**src/rtl/io_display_arb.sv**
```systemverilog
// rtl/io_display_arb.sv - round-robin write arbiter and register bank for the board HEX digits and LEDs
//
// Ports:
//   QClk, RstQnnnH     clock, asynchronous active-high reset
//   ReqValid/ReqAddr   per-requester write request and target (0 = HEX word, 1 = LED word)
//   ReqData            per-requester 24-bit data, slice r = [24r+23:24r]
//   ReqGrant, Busy     registered one-hot grant, high during the WRITE cycle
//   DispEn             0 blanks every digit and LED without touching the registers
//   HEX0..HEX5, LED    active-low segments (bit0 = a .. bit6 = g), active-high LEDs

module io_display_arb #(
    parameter int NUM_REQ = 4
) (
    input  logic                  QClk,
    input  logic                  RstQnnnH,
    input  logic [NUM_REQ-1:0]    ReqValid,
    input  logic [NUM_REQ-1:0]    ReqAddr,
    input  logic [NUM_REQ*24-1:0] ReqData,
    output logic [NUM_REQ-1:0]    ReqGrant,
    output logic                  Busy,
    input  logic                  DispEn,
    output logic [6:0]            HEX0,
    output logic [6:0]            HEX1,
    output logic [6:0]            HEX2,
    output logic [6:0]            HEX3,
    output logic [6:0]            HEX4,
    output logic [6:0]            HEX5,
    output logic [9:0]            LED
);

    localparam int PTR_W = $clog2(NUM_REQ);

    typedef enum logic {
        IDLE  = 1'b0,
        WRITE = 1'b1
    } state_t;

    state_t             state;
    state_t             state_nxt;

    logic [PTR_W-1:0]   rr_ptr;
    logic [PTR_W-1:0]   win_q;
    logic               lat_addr;
    logic [23:0]        lat_data;
    logic [23:0]        hex_reg;
    logic [9:0]         led_reg;

    logic               win_found;
    logic [PTR_W-1:0]   win_idx;
    logic [PTR_W:0]     scan;

    // Scan rr_ptr, rr_ptr+1, ... wrapping at NUM_REQ; first valid requester wins.
    // One extra bit on scan keeps the sum from overflowing before the wrap.
    always_comb begin
        win_found = 1'b0;
        win_idx   = '0;
        scan      = '0;
        for (int i = 0; i < NUM_REQ; i++) begin
            scan = {1'b0, rr_ptr} + (PTR_W+1)'(i);
            if (scan >= (PTR_W+1)'(NUM_REQ)) begin
                scan = scan - (PTR_W+1)'(NUM_REQ);
            end
            if (!win_found && ReqValid[scan]) begin
                win_found = 1'b1;
                win_idx   = scan[PTR_W-1:0];
            end
        end
    end

    // State register
    always_ff @(posedge QClk or posedge RstQnnnH) begin
        if (RstQnnnH) begin
            state <= IDLE;
        end else begin
            state <= state_nxt;
        end
    end

    // Next-state logic
    always_comb begin
        state_nxt = state;
        case (state)
            IDLE:    if (win_found) state_nxt = WRITE;
            WRITE:   state_nxt = IDLE;
            default: state_nxt = IDLE;
        endcase
    end

    // Output logic
    always_comb begin
        Busy = (state == WRITE);
    end

    // Grant, latched request and display registers. Addr/data are captured only
    // in the selecting IDLE cycle, so later requester changes cannot corrupt the write.
    always_ff @(posedge QClk or posedge RstQnnnH) begin
        if (RstQnnnH) begin
            ReqGrant <= '0;
            win_q    <= '0;
            lat_addr <= 1'b0;
            lat_data <= '0;
            hex_reg  <= '0;
            led_reg  <= '0;
            rr_ptr   <= '0;
        end else begin
            case (state)
                IDLE: begin
                    if (win_found) begin
                        ReqGrant <= NUM_REQ'(1) << win_idx;
                        win_q    <= win_idx;
                        lat_addr <= ReqAddr[win_idx];
                        lat_data <= ReqData[24*win_idx +: 24];
                    end
                end
                WRITE: begin
                    ReqGrant <= '0;
                    if (lat_addr) begin
                        led_reg <= lat_data[9:0];
                    end else begin
                        hex_reg <= lat_data;
                    end
                    if (win_q == PTR_W'(NUM_REQ-1)) begin
                        rr_ptr <= '0;
                    end else begin
                        rr_ptr <= win_q + PTR_W'(1);
                    end
                end
                default: ReqGrant <= '0;
            endcase
        end
    end

    function automatic logic [6:0] seg_decode(input logic [3:0] nib);
        case (nib)
            4'h0: seg_decode = 7'h40;
            4'h1: seg_decode = 7'h79;
            4'h2: seg_decode = 7'h24;
            4'h3: seg_decode = 7'h30;
            4'h4: seg_decode = 7'h19;
            4'h5: seg_decode = 7'h12;
            4'h6: seg_decode = 7'h02;
            4'h7: seg_decode = 7'h78;
            4'h8: seg_decode = 7'h00;
            4'h9: seg_decode = 7'h10;
            4'hA: seg_decode = 7'h08;
            4'hB: seg_decode = 7'h03;
            4'hC: seg_decode = 7'h46;
            4'hD: seg_decode = 7'h21;
            4'hE: seg_decode = 7'h06;
            default: seg_decode = 7'h0E;
        endcase
    endfunction

    // Blanking is purely combinational; registers keep updating while blanked.
    always_comb begin
        HEX0 = DispEn ? seg_decode(hex_reg[3:0])   : 7'h7F;
        HEX1 = DispEn ? seg_decode(hex_reg[7:4])   : 7'h7F;
        HEX2 = DispEn ? seg_decode(hex_reg[11:8])  : 7'h7F;
        HEX3 = DispEn ? seg_decode(hex_reg[15:12]) : 7'h7F;
        HEX4 = DispEn ? seg_decode(hex_reg[19:16]) : 7'h7F;
        HEX5 = DispEn ? seg_decode(hex_reg[23:20]) : 7'h7F;
        LED  = DispEn ? led_reg : 10'h000;
    end

endmodule

```
**config.mk**
```make
export PLATFORM = sky130hd
export DESIGN_NAME = io_display_arb
export DESIGN_NICKNAME = d
export VERILOG_FILES = /design/src/rtl/io_display_arb.sv
export SDC_FILE = /design/constraint.sdc
export NUM_CORES = 1
export LEC_CHECK = 0
export CORE_MARGIN = 2
export CORE_UTILIZATION = 25
export DETAILED_ROUTE_END_ITERATION = 8
export PLACE_DENSITY = 0.51
export SLEW_MARGIN = 20
export SYNTH_ARGS = -nofsm -noshare
export SYNTH_HDL_FRONTEND = slang
export SYNTH_SLANG_ARGS = --single-unit
```
**constraint.sdc**
```tcl
create_clock -name QClk -period 4.8 [get_ports QClk]
set_input_delay 1.44 -clock QClk [delete_from_list [all_inputs] [get_ports QClk]]
set_output_delay 1.44 -clock QClk [all_outputs]
set_load 0.01 [all_outputs]
```
==> out/results.env, run 1 <==
RUN_STATUS='finished clean'
SLOWEST_DELAY_PS=490
CTS_ROOT_BUFFER='sky130_fd_sc_hd__clkbuf_16'
PERIOD_MINUS_SLACK_PS=4280
WORST_PATH_MAX_DELAY_CELL='sky130_fd_sc_hd__clkdlybuf4s50_1'
CLOCK_LATENCY_REPORTED_FOR_THE_LATE_SIDE_OF_THE_WORST_SKEW_PAIR_PS=320
YOSYSWARNINGS=0
WORST_EP_ARRIVAL_TIME_PS=2840
RATIO_OF_ROUTED_VIAS_TO_STANDARD_CELLS=4.73
POWER.NET_SWITCHING_W=0.00169
TOTAL_BUFFERS_AND_INVERTERS_TRAVERSED_BY_THE_CRITICAL_PATH=3
DRC=0
FIRST_GLOBAL_VIAS=4363
STARTPOINT_TYPE='primary input'
SETUP_WS_PS=520
N_FILL_CELL=1975
GRT_MAX_DEGREE=40
SYN_AREA_PER_CELL_UM2=9.94
SLEW_HEADROOM_PCT=36.9
POST_SYNTH_INST_COUNT=490
POWER_DENSITY_mW_PER_MM2=598
GRT_PASS1_WL_MM=23.1
NETLIST_AREA_MM2=0.00487
CTS_BUFFER_DEPTH=2
STD_CELL_ROWS=51
POST_CTS_BUFFERS=0
PORT-BUFFER-COUNT=163
PLACE_WS_PS=521
SYN2LAYOUT_AREA_GROWTH_PCT=43.9
FIN_CRIT_SH_PCT=89.2
SYNTH_SEQUENTIAL_AREA_RATIO_PCT=34.9
ANTENNA_CELLS=0
DRV_CAP=0
HP-CLASS='reg2reg'
ANTENNA_VIOLATING_NETS_POST_ROUTE=0
CTS_HOLD_BUF=0
FINAL_SUM_OF_NEGATIVE_SETUP_SLACK_PS=0
CRIT_PATH_CELL_TRACE='buf_2 -> buf_4 -> a21boi_0 -> o21ai_0 -> clkdlybuf4s50_1'
SYNTHESIZED_NET_COUNT=634
CTS_REPAIR_RESIZE_COUNT=0
DETAIL_ROUTE.WL_PER_CELL_UM=15.8
POWER.CLOCK.FRACTION_PCT=16.2
CLK_PIN_SLEW_WORST_PATHS_PS=60
DETAILROUTE.VIA_COUNT=4292
DRT_FIRST_PASS_ITERS=4
WORSTSETUPPATHTYPE='in2out'
MOST-COMMON-LAYOUT-CELLS='sky130_fd_sc_hd__clkdlybuf4s50_1, sky130_fd_sc_hd__dfrtp_1, sky130_fd_sc_hd__mux2i_1'
UNREPAIRED_SETUP_ENDPOINTS_AFTER_GLOBAL_ROUTING='no'
DIE_W_UM=144
POST-DP-HPWL_MM=11.1
POWER.COMBINATIONAL.FRACTION_PCT=53.4
TIGHTEST_SLEW_PS=947
GLOBAL_ROUTING_USAGE_SUMMED_ACROSS_ALL_ROUTING_LAYERS_PCT=14.1
ROUTED_WIRELENGTH_MM=14.4
CTS_NUM_SINKS=68
DRTITER0DRC=133
NNETSFINAL=781
TIMING.CLOCK.SKEW_PS=6.73
MAXSLEWVIOLCOUNT=0
TIMING.CRITICAL_PATH.REQUIRED_PS=3360
FMAXACHIEVABLE_MHz=234
HOLD_VIOLATIONS=0
FINAL_WEIGHTED_CONGESTION_OF_ROUTABILITY_DRIVEN_GLOBAL_PLACEMENT=0.848
CRIT_FANOUT=21
START_UTIL_PCT=25.3
H-TREE-DEPTH=3
TOP_DELAY_FAMILY_ON_CRIT_PATH='buffers and inverters'
FRACTION_OF_FINAL_LAYOUT_CELLS_WITH_DRIVE_STRENGTH_GREATER_THAN_1_PCT=11.7
CELL_INTERNAL_POWER_W=0.00250
SETUP_VIOL_COUNT_FINAL=0
DIE_HEIGHT_UM=144
FIN_UTIL_PCT=36.4
GRT_ANTENNA_BEFORE_REPAIR=0
SEQUENTIAL_GROUP_SHARE_OF_TOTAL_POWER_PCT=30.4
LAYOUT_COMMONEST_CELL='sky130_fd_sc_hd__clkdlybuf4s50_1'
GLOBALROUTEOVERFLOWTOTAL=0
FP.DIEAREA_MM2=0.0206
CORE_MM2=0.0193
CTS_TREE='yes'
P_SW_SHARE_PCT=40.3
TRITONCTS.NUM_BUFFERS=9
IRDROPWORSTVDD_mV=0.184
POSTSYNTHREGISTERBITS=68
LEAKAGE_POWER_nW=2.92
UNIQUE_CELL_TYPE_COUNT_IN_THE_YOSYS_NETLIST=39
WORST_SETUP_PATH_END_KIND='output pin'
TOP_LEVEL_PORTS=164
## synthesized netlist by cell type, drive strengths merged
cell      n  area [um2]
ha       37         463
o22a      1        8.76
o31a      3        26.3
or2       2        17.5
nor2     41         154
nor3      1        10.0
mux2i    43         430
o31ai     1        21.3
nand2    26         100
buf      17         121
a21oi     8        40.0
nand3     9        45.0
a21o      1        7.51
a22oi     1        7.51
o211ai   28         210
dfrtp    68        1700
mux4      6         135
inv      34         128
o211a     1        10.0
and2b     2        15.0
o21ai    19        95.1
o2bb2a    1        10.0
clkbuf   17        63.8
o311ai    6        52.6
o22ai    26         163
mux2     37         417
a21boi    7        52.6
nand2b    7        43.8
nor2b     3        18.8
a2bb2oi   1        15.0
and2     11        68.8
a221oi   25         219
## worst reg2reg max path, stage by stage (launching register included)
cell and delay (ps):
sky130_fd_sc_hd__dfrtp_1 510, sky130_fd_sc_hd__or2_4 440, sky130_fd_sc_hd__inv_2 440, sky130_fd_sc_hd__nand2_2 490
sky130_fd_sc_hd__o22ai_1 270
## final timing paths
| path | endpoint | slack (ps) | startpoint | cells after the start |
|---|---|---|---|---|
| max | HEX1[6] | 520 | DispEn | 5 |
| min | win_q[1]$_DFFE_PP0P_ | 490 | win_q[1]$_DFFE_PP0P_ | 2 |
| max reg2reg | lat_data[18]$_DFFE_PP0P_ | 2540 | Busy$_DFF_PP0_ | 4 |
| min reg2reg | win_q[1]$_DFFE_PP0P_ | 490 | win_q[1]$_DFFE_PP0P_ | 2 |
| max in group asynchronous | rr_ptr[1]$_DFFE_PP0P_ | 2270 | RstQnnnH | 3 |
| min in group asynchronous | lat_data[2]$_DFFE_PP0P_ | 1540 | RstQnnnH | 2 |
## metal layers
layer  vias up  track usage, %  wire (um)  share of wire [%]
met3        10            1.87        504                3.5
met4         0            2.99        127               0.88
met1      2081            19.1       6630                 46
li1       2093               -          -                  -
met2       108            24.0       7100                 49
met5         -               0          0                  0
## power groups by stage
stage,registers [W],logic [W],clock network (W)
after detailed placement,0.00129,0.00226,0
after global placement,0.00127,0.00221,0
after global routing,0.00134,0.00249,0.000720
after floorplan,0.00105,0.00160,0
after CTS,0.00128,0.00227,0.000695
final,0.00128,0.00224,0.000678
## cell type report
cell class                      instances  area (um2)  share of cell area [%]
Sequential cell                        68        1700                    24.3
Tap cell                              265         332                    4.73
Timing Repair Buffer                  170        1680                    24.0
Multi-Input combinational cell        354        2860                    40.8
Clock buffer                           11         253                    3.61
Clock inverter                          5        58.8                   0.839
Inverter                               34         128                    1.82
## kinds of logic (layout without fill, tap and decap cells)
group	after synthesis	after routing	share of synthesized area, %
AND/OR/NAND/NOR	102	102	9.71
buffers and inverters	68	220	6.42
flip-flops	68	68	34.9
adder cells (fa/ha/maj)	37	37	9.50
multiplexers	86	86	20.2
AO/OA/AOI/OAI	129	129	19.3
## metrics by stage
step / cell area [um2] / hold WS [ps] / cells / power (W)
global route: 7010 / 526 / 907 / 0.00455
finish: 7010 / 487 / 907 / 0.00419
floorplan: 4870 / 449 / 490 / 0.00266
global placement: 6700 / 471 / 891 / 0.00348
detailed placement: 6700 / 473 / 891 / 0.00355
CTS: 7010 / 489 / 907 / 0.00424
Power figures use the tool's default switching activity.
==> run 2: changes to the inputs <==
- CELL_PAD_IN_SITES_DETAIL_PLACEMENT: default -> 0
- CELL_PAD_IN_SITES_GLOBAL_PLACEMENT: default -> 2
- PLACE_DENSITY: 0.51 -> 0.76
==> out/results.env, run 2 (same netlist as run 1, synthesis figures left out) <==
RUN_STATUS='finished clean'  # unchanged
STARTPOINT_TYPE='primary input'  # unchanged
RATIO_OF_ROUTED_VIAS_TO_STANDARD_CELLS=4.72  # was 4.73
DIE_W_UM=144  # unchanged
CLOCK_LATENCY_REPORTED_FOR_THE_LATE_SIDE_OF_THE_WORST_SKEW_PAIR_PS=330  # was 320 ps
GLOBALROUTEOVERFLOWTOTAL=0  # unchanged
FMAXACHIEVABLE_MHz=241  # was 234 MHz
DETAIL_ROUTE.WL_PER_CELL_UM=15.9  # was 15.8 um
SETUP_WS_PS=646  # was 520 ps
FP.DIEAREA_MM2=0.0206  # unchanged
CTS_HOLD_BUF=0  # unchanged
HP-CLASS='reg2reg'  # unchanged
SYN2LAYOUT_AREA_GROWTH_PCT=43.8  # was 43.9%
TIMING.HOLD.WORST_ENDPOINT='win_q[1]$_DFFE_PP0P_'  # unchanged
MAXSLEWVIOLCOUNT=0  # unchanged
GLOBAL_ROUTING_USAGE_SUMMED_ACROSS_ALL_ROUTING_LAYERS_PCT=13.9  # was 14.1%
FIN_CRIT_SH_PCT=86.5  # was 89.2%
WORST_EP_ARRIVAL_TIME_PS=2710  # was 2840 ps
HOLD_PATH.STARTPOINT='win_q[1]$_DFFE_PP0P_'  # unchanged
CTS_TREE='yes'  # unchanged
CTS_ROOT_BUFFER='sky130_fd_sc_hd__clkbuf_16'  # unchanged
UNREPAIRED_SETUP_ENDPOINTS_AFTER_GLOBAL_ROUTING='no'  # unchanged
ANTENNA_VIOLATING_NETS_POST_ROUTE=0  # unchanged
R2R-END='lat_data[23]$_DFFE_PP0P_'  # was lat_data[18]$_DFFE_PP0P_
CRIT_FANOUT=29  # was 21
PERIOD_MINUS_SLACK_PS=4150  # was 4280 ps
TRITONCTS.NUM_BUFFERS=9  # unchanged
HOLD_VIOLATIONS=0  # unchanged
FINAL_WEIGHTED_CONGESTION_OF_ROUTABILITY_DRIVEN_GLOBAL_PLACEMENT=0.818  # was 0.848
POST_CTS_BUFFERS=0  # unchanged
NUMBER_OF_CELLS_TRAVERSED_BY_THE_WORST_REGISTER_TO_REGISTER_PATH=4  # unchanged
CRITICAL_PATH.REG2REG.STARTPOINT='Busy$_DFF_PP0_'  # unchanged
DETAILROUTE.VIA_COUNT=4283  # was 4292
GRT_ANTENNA_BEFORE_REPAIR=1  # was 0
STD_CELL_ROWS=51  # unchanged
DRV_CAP=0  # unchanged
SLEW_HEADROOM_PCT=40.5  # was 36.9%
TIMING.CLOCK.SKEW_PS=5.47  # was 6.73 ps
POST-DP-HPWL_MM=11.2  # was 11.1 mm
REGTOREGSETUPSLACK_PS=2580  # was 2540 ps
WORST_SETUP_PATH_END_KIND='output pin'  # unchanged
IRDROPWORSTVDD_mV=0.192  # was 0.184 mV
DRT_FIRST_PASS_ITERS=7  # was 4
LAYOUT.AREA.SEQ_MM2=0.00170  # unchanged
N_FILL_CELL=1955  # was 1975
NNETSFINAL=781  # unchanged
CTS_REPAIR_RESIZE_COUNT=0  # unchanged
HOLD_PATH_DEPTH=2  # unchanged
SETUP_VIOL_COUNT_FINAL=0  # unchanged
TIGHTEST_SLEW_PS=892  # was 947 ps
DIE_HEIGHT_UM=144  # unchanged
LAYOUT_COMMONEST_CELL='sky130_fd_sc_hd__clkdlybuf4s50_1'  # unchanged
H-TREE-DEPTH=3  # unchanged
LEAKAGE_POWER_nW=2.93  # was 2.92 nW
TOP_LEVEL_PORTS=164  # unchanged
DRC=0  # unchanged
GRT_MAX_DEGREE=31  # was 40
TOTAL_AREA_OF_MULTI_INPUT_COMBINATIONAL_CELLS_MM2=0.00286  # unchanged
GRT_PASS1_WL_MM=22.5  # was 23.1 mm
CORE_MM2=0.0193  # unchanged
START_UTIL_PCT=25.3  # unchanged
FINAL_SUM_OF_NEGATIVE_SETUP_SLACK_PS=0  # unchanged
FRACTION_OF_FINAL_LAYOUT_CELLS_WITH_DRIVE_STRENGTH_GREATER_THAN_1_PCT=11.4  # was 11.7%
CTS_NUM_SINKS=68  # unchanged
DRTITER0DRC=204  # was 133
ANTENNA_CELLS=0  # unchanged
MOST-COMMON-LAYOUT-CELLS='sky130_fd_sc_hd__clkdlybuf4s50_1, sky130_fd_sc_hd__dfrtp_1, sky130_fd_sc_hd__mux2i_1'  # unchanged
WORSTSETUPPATHTYPE='in2out'  # unchanged
ROUTED_WIRELENGTH_MM=14.4  # about the same
PLACE_WS_PS=645  # was 521 ps
FIRST_GLOBAL_VIAS=4397  # was 4363
POWER_DENSITY_mW_PER_MM2=594  # was 598 mW/mm2
CTS_BUFFER_DEPTH=2  # unchanged
TIMING.CRITICAL_PATH.REQUIRED_PS=3360  # about the same
CLK_PIN_SLEW_WORST_PATHS_PS=60  # about the same
PORT-BUFFER-COUNT=163  # unchanged
[run 2: cell types whose count changed in the layout (fill, tap and decap cells not counted)]
cell / change
sky130_fd_sc_hd__buf_4: -1
sky130_fd_sc_hd__clkbuf_8: -1
sky130_fd_sc_hd__clkinv_2: +1
sky130_fd_sc_hd__clkbuf_1: +2
sky130_fd_sc_hd__clkinvlp_4: -2
sky130_fd_sc_hd__buf_12: +1
sky130_fd_sc_hd__inv_6: -1
sky130_fd_sc_hd__clkinv_4: +1
[run 2: layer usage]
metal  GRT usage (%)  vias up  wire (um)  part of all wire (%)
li1                -     2089          -                     -
met1            18.3     2058       6510                    45
met2            23.4      116       7100                    49
met3            2.13       18        527                   3.7
met4            4.70        2        229                   1.6
met5               0        -         13                 0.090
[run 2: layout make-up]
type	count	share of cell area (%)
clock buffer	12	3.52
clock inverter	4	0.697
inverter	34	1.82
multi-input combinational	354	40.8
sequential	68	24.3
tap	265	4.73
timing repair buffer	170	24.2
[run 2: power breakdown]
group	switching, W	internal [W]	total, W	leakage, nW
sequential	0.000413	0.000858	0.00127	0.795
combinational	0.00103	0.00121	0.00224	1.98
clock	0.000234	0.000415	0.000650	0.147
total	0.00168	0.00248	0.00416	2.93
[run 2: metrics by stage]
step | power (W) | hold slack [ps] | instance area (um2) | cells | utilization [%]
after global routing | 0.00450 | 519 | 7000 | 907 | 36.3
after detailed placement | 0.00354 | 490 | 6710 | 891 | 34.8
after CTS | 0.00420 | 501 | 7000 | 907 | 36.3
after global placement | 0.00347 | 465 | 6710 | 891 | 34.8
final | 0.00416 | 499 | 7000 | 907 | 36.3
after floorplan | 0.00266 | 449 | 4870 | 490 | -
[run 2: worst max-delay path, stage by stage]
cell and delay, ps:
sky130_fd_sc_hd__buf_2 230, sky130_fd_sc_hd__buf_12 210, sky130_fd_sc_hd__a21boi_0 230, sky130_fd_sc_hd__o21ai_0 110, sky130_fd_sc_hd__clkdlybuf4s50_1 490
[run 2: worst max-delay path by stage]
stage / to / startpoint / slack [ps]
2_1_floorplan: HEX3[6] / DispEn / 1190
3_3_place_gp: HEX3[6] / DispEn / 690
3_5_place_dp: lat_data[23]$_DFFE_PP0P_ / ReqValid[3] / 640
4_1_cts: HEX5[6] / DispEn / 660
5_1_grt: HEX2[6] / DispEn / 530
6_report: HEX5[6] / DispEn / 650
